--- src/rtl/ft_mcs_pkg.sv ---
// Shared definitions for the MCS MMIO slot peripherals: timer register map,
// CTRL/STATUS bit positions and the Wishbone responder handshake states.
package ft_mcs_pkg;

  localparam int TMR_DATA_W   = 32;
  localparam int TMR_CNT_W    = 48;
  localparam int TMR_REG_BITS = 3;

  localparam logic [TMR_REG_BITS-1:0] TMR_REG_COUNT_LO = 3'd0;
  localparam logic [TMR_REG_BITS-1:0] TMR_REG_COUNT_HI = 3'd1;
  localparam logic [TMR_REG_BITS-1:0] TMR_REG_CTRL     = 3'd2;
  localparam logic [TMR_REG_BITS-1:0] TMR_REG_COMPARE  = 3'd3;
  localparam logic [TMR_REG_BITS-1:0] TMR_REG_STATUS   = 3'd4;

  localparam int CTRL_GO     = 0;
  localparam int CTRL_CLR    = 1;
  localparam int CTRL_RELOAD = 2;
  localparam int CTRL_IRQEN  = 3;

  localparam int STAT_MATCH = 0;
  localparam int STAT_OVF   = 1;

  localparam logic [TMR_DATA_W-1:0] TMR_COMPARE_RST = 32'hFFFF_FFFF;

  typedef enum logic {WB_IDLE, WB_RESP} wb_slv_state_t;

endpackage

--- src/rtl/wishbone_if.sv ---
// Classic Wishbone bundle between the MCS bridge (master) and one MMIO slot.
interface wishbone_if #(
  parameter int ADDR_WIDTH = 32,
  parameter int DATA_WIDTH = 32
);

  logic                  CYC;
  logic                  STB;
  logic                  WE;
  logic [ADDR_WIDTH-1:0] ADDR;
  logic [DATA_WIDTH-1:0] DAT_I;
  logic [DATA_WIDTH-1:0] DAT_O;
  logic                  ACK;

  modport slave  (input CYC, STB, WE, ADDR, DAT_I, output DAT_O, ACK);
  modport master (output CYC, STB, WE, ADDR, DAT_I, input DAT_O, ACK);

endinterface

--- src/rtl/wb_timer_core.sv ---
// Wishbone timer slot: 48-bit counter with compare/auto-reload and a level irq.
// Every access is accepted in IDLE and ACKed from RESP exactly one cycle later.
module wb_timer_core
  import ft_mcs_pkg::*;
#(
  parameter int REG_ADDR_BITS = 3
) (
  input  logic      clk,
  input  logic      reset,
  wishbone_if.slave wb,
  output logic      irq
);

  wb_slv_state_t                  state_q, state_d;
  logic [TMR_DATA_W-1:0]          rdata_q, rdata_d;
  logic [TMR_CNT_W-TMR_DATA_W-1:0] hi_shadow_q, hi_shadow_d;
  logic [3:0]                     ctrl_q, ctrl_d;
  logic [TMR_DATA_W-1:0]          compare_q, compare_d;
  logic [TMR_CNT_W-1:0]           count_q, count_d;
  logic [1:0]                     status_q, status_d;

  logic [REG_ADDR_BITS-1:0] reg_idx;
  logic                     req, wr_en, rd_en;
  logic                     sel_lo, sel_hi, sel_ctrl, sel_cmp, sel_stat;
  logic [TMR_DATA_W-1:0]    rd_mux;
  logic                     clear_wr, match_hit, reload_hit, wrap_hit;
  logic [1:0]               status_set, status_w1c;
  logic                     unused_addr;

  // Upper address bits select the slot upstream and are deliberately ignored.
  assign reg_idx     = wb.ADDR[REG_ADDR_BITS-1:0];
  assign unused_addr = ^wb.ADDR;

  assign req   = (state_q == WB_IDLE) && wb.CYC && wb.STB;
  assign wr_en = req && wb.WE;
  assign rd_en = req && !wb.WE;

  assign sel_lo   = (reg_idx == REG_ADDR_BITS'(TMR_REG_COUNT_LO));
  assign sel_hi   = (reg_idx == REG_ADDR_BITS'(TMR_REG_COUNT_HI));
  assign sel_ctrl = (reg_idx == REG_ADDR_BITS'(TMR_REG_CTRL));
  assign sel_cmp  = (reg_idx == REG_ADDR_BITS'(TMR_REG_COMPARE));
  assign sel_stat = (reg_idx == REG_ADDR_BITS'(TMR_REG_STATUS));

  always_comb begin
    rd_mux = '0;
    if (sel_lo)        rd_mux = count_q[TMR_DATA_W-1:0];
    else if (sel_hi)   rd_mux = {16'h0, hi_shadow_q};
    else if (sel_ctrl) rd_mux = {28'h0, ctrl_q};
    else if (sel_cmp)  rd_mux = compare_q;
    else if (sel_stat) rd_mux = {30'h0, status_q};
  end

  // rdata defaults to zero so DAT_O is only non-zero during the RESP cycle.
  always_comb begin
    state_d     = state_q;
    rdata_d     = '0;
    hi_shadow_d = hi_shadow_q;
    ctrl_d      = ctrl_q;
    compare_d   = compare_q;
    case (state_q)
      WB_IDLE: begin
        if (req) state_d = WB_RESP;
        if (rd_en) rdata_d = rd_mux;
        if (rd_en && sel_lo) hi_shadow_d = count_q[TMR_CNT_W-1:TMR_DATA_W];
        if (wr_en && sel_ctrl) begin
          ctrl_d           = wb.DAT_I[3:0];
          ctrl_d[CTRL_CLR] = 1'b0;
        end
        if (wr_en && sel_cmp) compare_d = wb.DAT_I[TMR_DATA_W-1:0];
      end
      WB_RESP: state_d = WB_IDLE;
      default: state_d = WB_IDLE;
    endcase
  end

  always_ff @(posedge clk) begin
    if (reset) begin
      state_q     <= WB_IDLE;
      rdata_q     <= '0;
      hi_shadow_q <= '0;
      ctrl_q      <= '0;
      compare_q   <= TMR_COMPARE_RST;
    end else begin
      state_q     <= state_d;
      rdata_q     <= rdata_d;
      hi_shadow_q <= hi_shadow_d;
      ctrl_q      <= ctrl_d;
      compare_q   <= compare_d;
    end
  end

  assign clear_wr   = wr_en && sel_ctrl && wb.DAT_I[CTRL_CLR];
  assign match_hit  = ctrl_q[CTRL_GO] && (count_q[TMR_DATA_W-1:0] == compare_q);
  assign reload_hit = match_hit && ctrl_q[CTRL_RELOAD];
  assign wrap_hit   = ctrl_q[CTRL_GO] && (count_q == '1) && !clear_wr && !reload_hit;
  assign status_w1c = (wr_en && sel_stat) ? wb.DAT_I[STAT_OVF:STAT_MATCH] : 2'b00;

  always_comb begin
    status_set             = 2'b00;
    status_set[STAT_MATCH] = match_hit;
    status_set[STAT_OVF]   = wrap_hit;
    // Hardware set is OR-ed after the W1C mask so a same-cycle event is never lost.
    status_d = (status_q & ~status_w1c) | status_set;
    count_d  = count_q;
    if (clear_wr)             count_d = '0;
    else if (reload_hit)      count_d = '0;
    else if (ctrl_q[CTRL_GO]) count_d = count_q + 48'd1;
  end

  always_ff @(posedge clk) begin
    if (reset) begin
      count_q  <= '0;
      status_q <= '0;
    end else begin
      count_q  <= count_d;
      status_q <= status_d;
    end
  end

  assign wb.ACK   = (state_q == WB_RESP);
  assign wb.DAT_O = (state_q == WB_RESP) ? rdata_q : '0;
  assign irq      = status_q[STAT_MATCH] && ctrl_q[CTRL_IRQEN];

endmodule

--- src/flat_wrapper.sv ---
// flat-port wrapper written by rule: the top's interface ports become plain ports
module wb_timer_core_flat import ft_mcs_pkg::*;
#(
  parameter int REG_ADDR_BITS = 3
)
  (clk, reset, irq, wb_CYC, wb_STB, wb_WE, wb_ADDR, wb_DAT_I, wb_DAT_O, wb_ACK);
  wishbone_if #(.ADDR_WIDTH(32), .DATA_WIDTH(32)) wb_i ();
  input  logic clk;
  input  logic reset;
  output logic irq;
  input wire logic [$bits(wb_i.CYC)-1:0] wb_CYC;
  input wire logic [$bits(wb_i.STB)-1:0] wb_STB;
  input wire logic [$bits(wb_i.WE)-1:0] wb_WE;
  input wire logic [$bits(wb_i.ADDR)-1:0] wb_ADDR;
  input wire logic [$bits(wb_i.DAT_I)-1:0] wb_DAT_I;
  output wire logic [$bits(wb_i.DAT_O)-1:0] wb_DAT_O;
  output wire logic [$bits(wb_i.ACK)-1:0] wb_ACK;
  assign wb_i.CYC = wb_CYC;
  assign wb_i.STB = wb_STB;
  assign wb_i.WE = wb_WE;
  assign wb_i.ADDR = wb_ADDR;
  assign wb_i.DAT_I = wb_DAT_I;
  assign wb_DAT_O = wb_i.DAT_O;
  assign wb_ACK = wb_i.ACK;
  wb_timer_core #(.REG_ADDR_BITS(REG_ADDR_BITS)) u_core (.clk(clk), .reset(reset), .wb(wb_i), .irq(irq));
endmodule
--- config.mk ---
export PLATFORM = sky130hd
export DESIGN_NAME = wb_timer_core_flat
export DESIGN_NICKNAME = d
export VERILOG_FILES = /design/src/rtl/ft_mcs_pkg.sv /design/src/rtl/wishbone_if.sv /design/src/rtl/wb_timer_core.sv /design/src/flat_wrapper.sv
export SDC_FILE = /design/constraint.sdc
export NUM_CORES = 1
export LEC_CHECK = 0
export CORE_MARGIN = 8
export CORE_UTILIZATION = 34
export CTS_BUF_LIST = sky130_fd_sc_hd__clkbuf_8
export CTS_CLUSTER_SIZE = 25
export DETAILED_ROUTE_END_ITERATION = 10
export HOLD_SLACK_MARGIN = 0.06
export PLACE_DENSITY = 0.54
export RECOVER_POWER = 25
export SLEW_MARGIN = 20
export SYNTH_ARGS = -nofsm -noshare
export SYNTH_HDL_FRONTEND = slang
export SYNTH_SLANG_ARGS = --single-unit
--- constraint.sdc ---
create_clock -name clk -period 7.33 [get_ports clk]
set_input_delay 0.733 -clock clk [delete_from_list [all_inputs] [get_ports clk]]
set_output_delay 0.733 -clock clk [all_outputs]
set_load 0.1 [all_outputs]
Yosys cells after proc, flatten, opt, wreduce, memory -nomap -nowiden. Cells that the tools add are included.

Bits in registers: 134. Logic and storage cells: 52. Bits of input ports: 69.

Equality and inequality tests: 6. $add $sub $neg: 1. Reductions and logical operators: 24. Bitwise logic cells: 5. Multiplexer cells: 9.

Operator list (count): 2-to-1 mux 32 bit (5); adder 48 x 1 -> 48 bit (second input constant) (1); equality test 48 bit (second input constant) (1); equality test 32 bit (1); logical AND 1 bit (15); equality test 3 x 2 -> 1 bit (second input constant) (2); AND reduction 2 bit (3); OR reduction 3 bit (2); 2-to-1 mux 2 bit (2); equality test 3 x 1 -> 1 bit (second input constant) (1); equality test 3 bit (second input constant) (1); zero test 1 bit (3); zero test 3 bit (1); bitwise AND 2 bit (1); NOT 1 bit (2); NOT 2 bit (1); OR 2 bit (1); case mux 1 bit (2 select lines) (1); 2-to-1 mux 1 bit (1).

Longest topological paths before layout.
Depth after elaboration: 10. Mapped depth: 9. Mapped depth without buffers: 6.

Least setup slack after synthesis. Ideal clock, no wire load.

Path kind: reg-to-output. From: register u_core.state_q, in the netlist u_core.wb.ACK. To: output wb_DAT_O[10]. Cell stages (with the launch flop): 3. Path slack: 4563 ps. Arrival time: 2034 ps. Data required time: 6597 ps. Cell sequence: dfxtp_1 clkbuf_1 and2_1.

Word-level cells in the longest chain between the ends: 1.

RTL lines: start, declared (RTL line wb_timer_core.sv:14) `wb_slv_state_t state_q, state_d;`; start signal, assigned (RTL line wb_timer_core.sv:84) `state_q <= state_d;`; 2-to-1 mux 32 bit (RTL line wb_timer_core.sv:121) `assign wb.DAT_O = (state_q == WB_RESP) ? rdata_q : '0;`; end, declared (RTL line flat_wrapper.sv:16) `output wire logic [$bits(wb_i.DAT_O)-1:0] wb_DAT_O;`.

No other way between the ends.

Worst setup path after layout.
From: input wb_ADDR[1]. To: register u_core.status_q[1].

Word-level cells in the longest chain between the ends: 7. Elaborated cells between the ends (all ways): 12. Classes of those cells: eq/ne (2); mux (1); bitwise (3); reduce/logical (6).

RTL lines: start, declared (RTL line flat_wrapper.sv:14) `input wire logic [$bits(wb_i.ADDR)-1:0] wb_ADDR;`; equality test 3 x 2 -> 1 bit (RTL line wb_timer_core.sv:40) `assign sel_ctrl = (reg_idx == REG_ADDR_BITS'(TMR_REG_CTRL));`; logical AND 1 bit (2 in series) (RTL line wb_timer_core.sv:92) `assign clear_wr = wr_en && sel_ctrl && wb.DAT_I[CTRL_CLR];`; zero test 1 bit (RTL line wb_timer_core.sv:95) `assign wrap_hit = ctrl_q[CTRL_GO] && (count_q == '1) && !clear_wr && !reload_hit;`; logical AND 1 bit (2 in series) (RTL line wb_timer_core.sv:95); OR 2 bit * (RTL line wb_timer_core.sv:103) `status_d = (status_q & ~status_w1c) | status_set;`; end signal, assigned (RTL line wb_timer_core.sv:116) `status_q <= status_d;`; end, declared (RTL line wb_timer_core.sv:20) `logic [1:0] status_q, status_d;`.

Mark *: on every way between the ends. The rest lies on a longest branch, timed or not. A chain may end at the register's enable or synchronous reset.

==> flow_metrics.env <==
export IMPL_yosys_top_cells_area="dfxtp_1 43%, xnor2_1 7.7%, nor3_1 4.5%, nand2_1 4.3%, and2_1 3.8%"
export IMPL_drt_first_pass_iters=6
export IMPL_cpMaxStageDelayCell="clkbuf_1"
export IMPL_post_route_cell_area_um2=7475
export IMPL_path_delay_family="buffers and inverters"
export IMPL_p_comb_share_pct=5.2
export IMPL_pre_cts_slack_ns=3.255
export IMPL_die_area_um2=23030
export IMPL_grt_first_pass_wirelength_mm=29.50
export IMPL_rsz0062_at_grt="no"
export IMPL_fillCellCount=1805
export IMPL_clkTransAtPathRegs_ns=0.08
export IMPL_cts_max_level=4
export IMPL_power_density_nw_per_um2=185.6
export IMPL_grt_max_degree=52
export IMPL_grt_use_total_pct=16.50
export IMPL_netlist_area_um2=6266
export IMPL_setup_viol=0
export IMPL_routed_via_density=5.293
export IMPL_finalNonFillerCells=1032
export IMPL_synthFlopType="dfxtp_1"
export IMPL_initialDrtViolationCount=511
export IMPL_p_clk_share_pct=41.8
export IMPL_post_route_period_util_pct=60.13
export IMPL_cts_sinks=134
export IMPL_cp_num_buf_inv=2
export IMPL_post_cts_buffers=0
export IMPL_hold_buffers=0
export IMPL_ys_ff_latch=134
export IMPL_num_rows=49
export IMPL_first_global_vias=5236
export IMPL_postLayoutCoreUtil_pct=41.47
export IMPL_floorplan_initialDensity_pct=34.76
export IMPL_clock_skew_ns=0.01305
export IMPL_finalPower_mw=1.387
export IMPL_crit_required_ns=7.65
export IMPL_cp_arrival_ns=4.72
export IMPL_start_kind="input pin"
export IMPL_route_antenna_remaining_nets=0
export IMPL_clk_latency_ns=0.45
export IMPL_ff2ff_path_depth=7
export IMPL_critical_path_max_fanout=49
export IMPL_pin_count=103
export IMPL_intPower_mw=1.046
export IMPL_die_x_um=151.8
export IMPL_endpoint_kind="flip-flop"
export IMPL_drive_gt1_share_pct=5.479
export IMPL_final_hold_violation_count=0
export IMPL_hold_slack_ns=0.4624
export IMPL_register_area_um2=2683
export IMPL_synth_top_area_cell="dfxtp_1"
export IMPL_clk_path_buf_depth=2
export IMPL_max_cap_violations=1
export IMPL_io_buffers=73
export IMPL_finalCriticalPeriod_ns=4.407
export IMPL_yosysMostFrequentCell="dfxtp_1"
export IMPL_postSynth_asyncResetShare_pct=0
export IMPL_path_depth=6
export IMPL_ys_top_cells_by_count="134 x dfxtp_1, 71 x nand2_1, 56 x nor3_1"
export IMPL_core_area_um2=18020
export IMPL_seq_power_share_pct=53.0
export IMPL_fmax_mhz=226.9
export IMPL_min_path_type="flip-flop to flip-flop"
export IMPL_vdd_drop_max_uv=91.96
export IMPL_synth_nets=820
export IMPL_worst_slack_ns=2.923
export IMPL_critPathMaxStageDelay_ns=1.64
export IMPL_cts_tree="built"
export IMPL_numCtsBuffers=17
export IMPL_gp_congestion=0.8436
export IMPL_antenna_found_initial=0
export IMPL_final_nets=860
export IMPL_multiInputGateArea_um2=3274
export IMPL_p_sw_mw=0.3414
export IMPL_violations="max-capacitance violations, max-slew violations"
export IMPL_post_cts_resized=0
export IMPL_p_leak_nw=2.359
export IMPL_wl_mm=18.54
export IMPL_grt_overflow=0
export IMPL_dp_cells=1000
export IMPL_min_path_cells=2
export IMPL_die_h_um=151.8
export IMPL_swShare_pct=24.61
export IMPL_synth_cells=750
export IMPL_ys_types=44
export IMPL_drc=0
export IMPL_n_antenna_cell=0
export IMPL_synth_edff_count=0
export IMPL_yosys_warnings=0
export IMPL_outcome="finished, violations left"
export IMPL_tns_ns=0
export IMPL_tightest_slew_ns=2.305
export IMPL_dr_total_vias=5462
export IMPL_area_delta_synth_final_pct=19.29
export IMPL_hpwlAfterDp_mm=13.44
export IMPL_crit_chain="dlygate4sd3_1 > nor2b_1 > a31o_2 > clkbuf_1 > nand3b_1 > o21ai_0"
export IMPL_yosysSeqAreaShare_pct=42.81
export IMPL_relSlewSlack_pct=-53.65
export IMPL_syn_avg_cell_area_um2=8.355
export IMPL_clock_root_buffer="clkbuf_8"
export IMPL_path_class="input pin to flip-flop"
export IMPL_maxSlewViolCount=50
export IMPL_post_drt_wl_per_cell_um=17.97
export IMPL_synth_top_area_share_pct=42.81
export IMPL_placed_area_um2=7109
==> registers in the layout, summed over array words and instances, names as in the netlist <==
register	count
u_core.ctrl_q	3
u_core.compare_q	32
u_core.hi_shadow_q	16
u_core.rdata_q	32
u_core.wb.ACK	1
u_core.count_q	48
u_core.status_q	2
==> logic make-up after synthesis <==
group	after synthesis	synth area share [%]
muxes	20	3.255
buffers and inverters	80	5.052
AOI/OAI and AO/OA	110	11.66
adders and majority gates	1	0.1996
xor gates and xnor gates	63	8.806
and+or+nand+nor	342	28.22
DFF	134	42.81
==> path summary, 6_finish.rpt <==
check / from / to / slack [ns]
hold reg to reg: u_core.hi_shadow_q[6] / u_core.hi_shadow_q[6] / 0.46
setup reg to reg: u_core.wb.ACK / u_core.status_q[1] / 3.48
hold / removal: u_core.hi_shadow_q[6] / u_core.hi_shadow_q[6] / 0.46
setup / recovery: wb_ADDR[1] / u_core.status_q[1] / 2.92
==> power by group through the flow <==
stage / combinational (mW) / clock, mW / sequential, mW
finish: 0.0725 / 0.580 / 0.735
global route: 0.0775 / 0.625 / 0.735
CTS: 0.0731 / 0.592 / 0.735
detailed placement: 0.0727 / 0 / 0.752
global placement: 0.0721 / 0 / 0.752
floorplan: 0.0380 / 0 / 0.751
==> area by class of cell <==
type	count	share of cell area, %
Multi-Input combinational cell	536	43.81
Sequential cell	134	35.89
Timing Repair Buffer	81	10.53
Tap cell	229	3.833
Clock buffer	19	3.498
Clock inverter	13	1.440
Inverter	20	1.004
==> cells in the final DEF, fill, tap and decap left out, types with 19 or more instances in the layout <==
master             n
and2_1            37
a211o_1           19
xnor2_1           55
nor2_1            52
a21oi_1           35
inv_1             20
dfxtp_1          134
clkbuf_8          19
nand3_1           31
nor3_1            56
nor4_1            20
nand2_1           71
clkdlybuf4s50_1   71
==> metal layers <==
layer,global-route usage (%),wire length (um),up-vias
met5,0,0,-
li1,-,-,2692
met3,3.208,1249,28
met1,22.40,8683,2559
met2,25.35,8261,183
met4,6.222,347,0
==> worst min-delay path, cell delays in order (launching register included) <==
cell and delay, ns:
dfxtp_1 0.32, nand2_1 0.05, a21oi_1 0.05
Power figures use the tool's default switching activity.
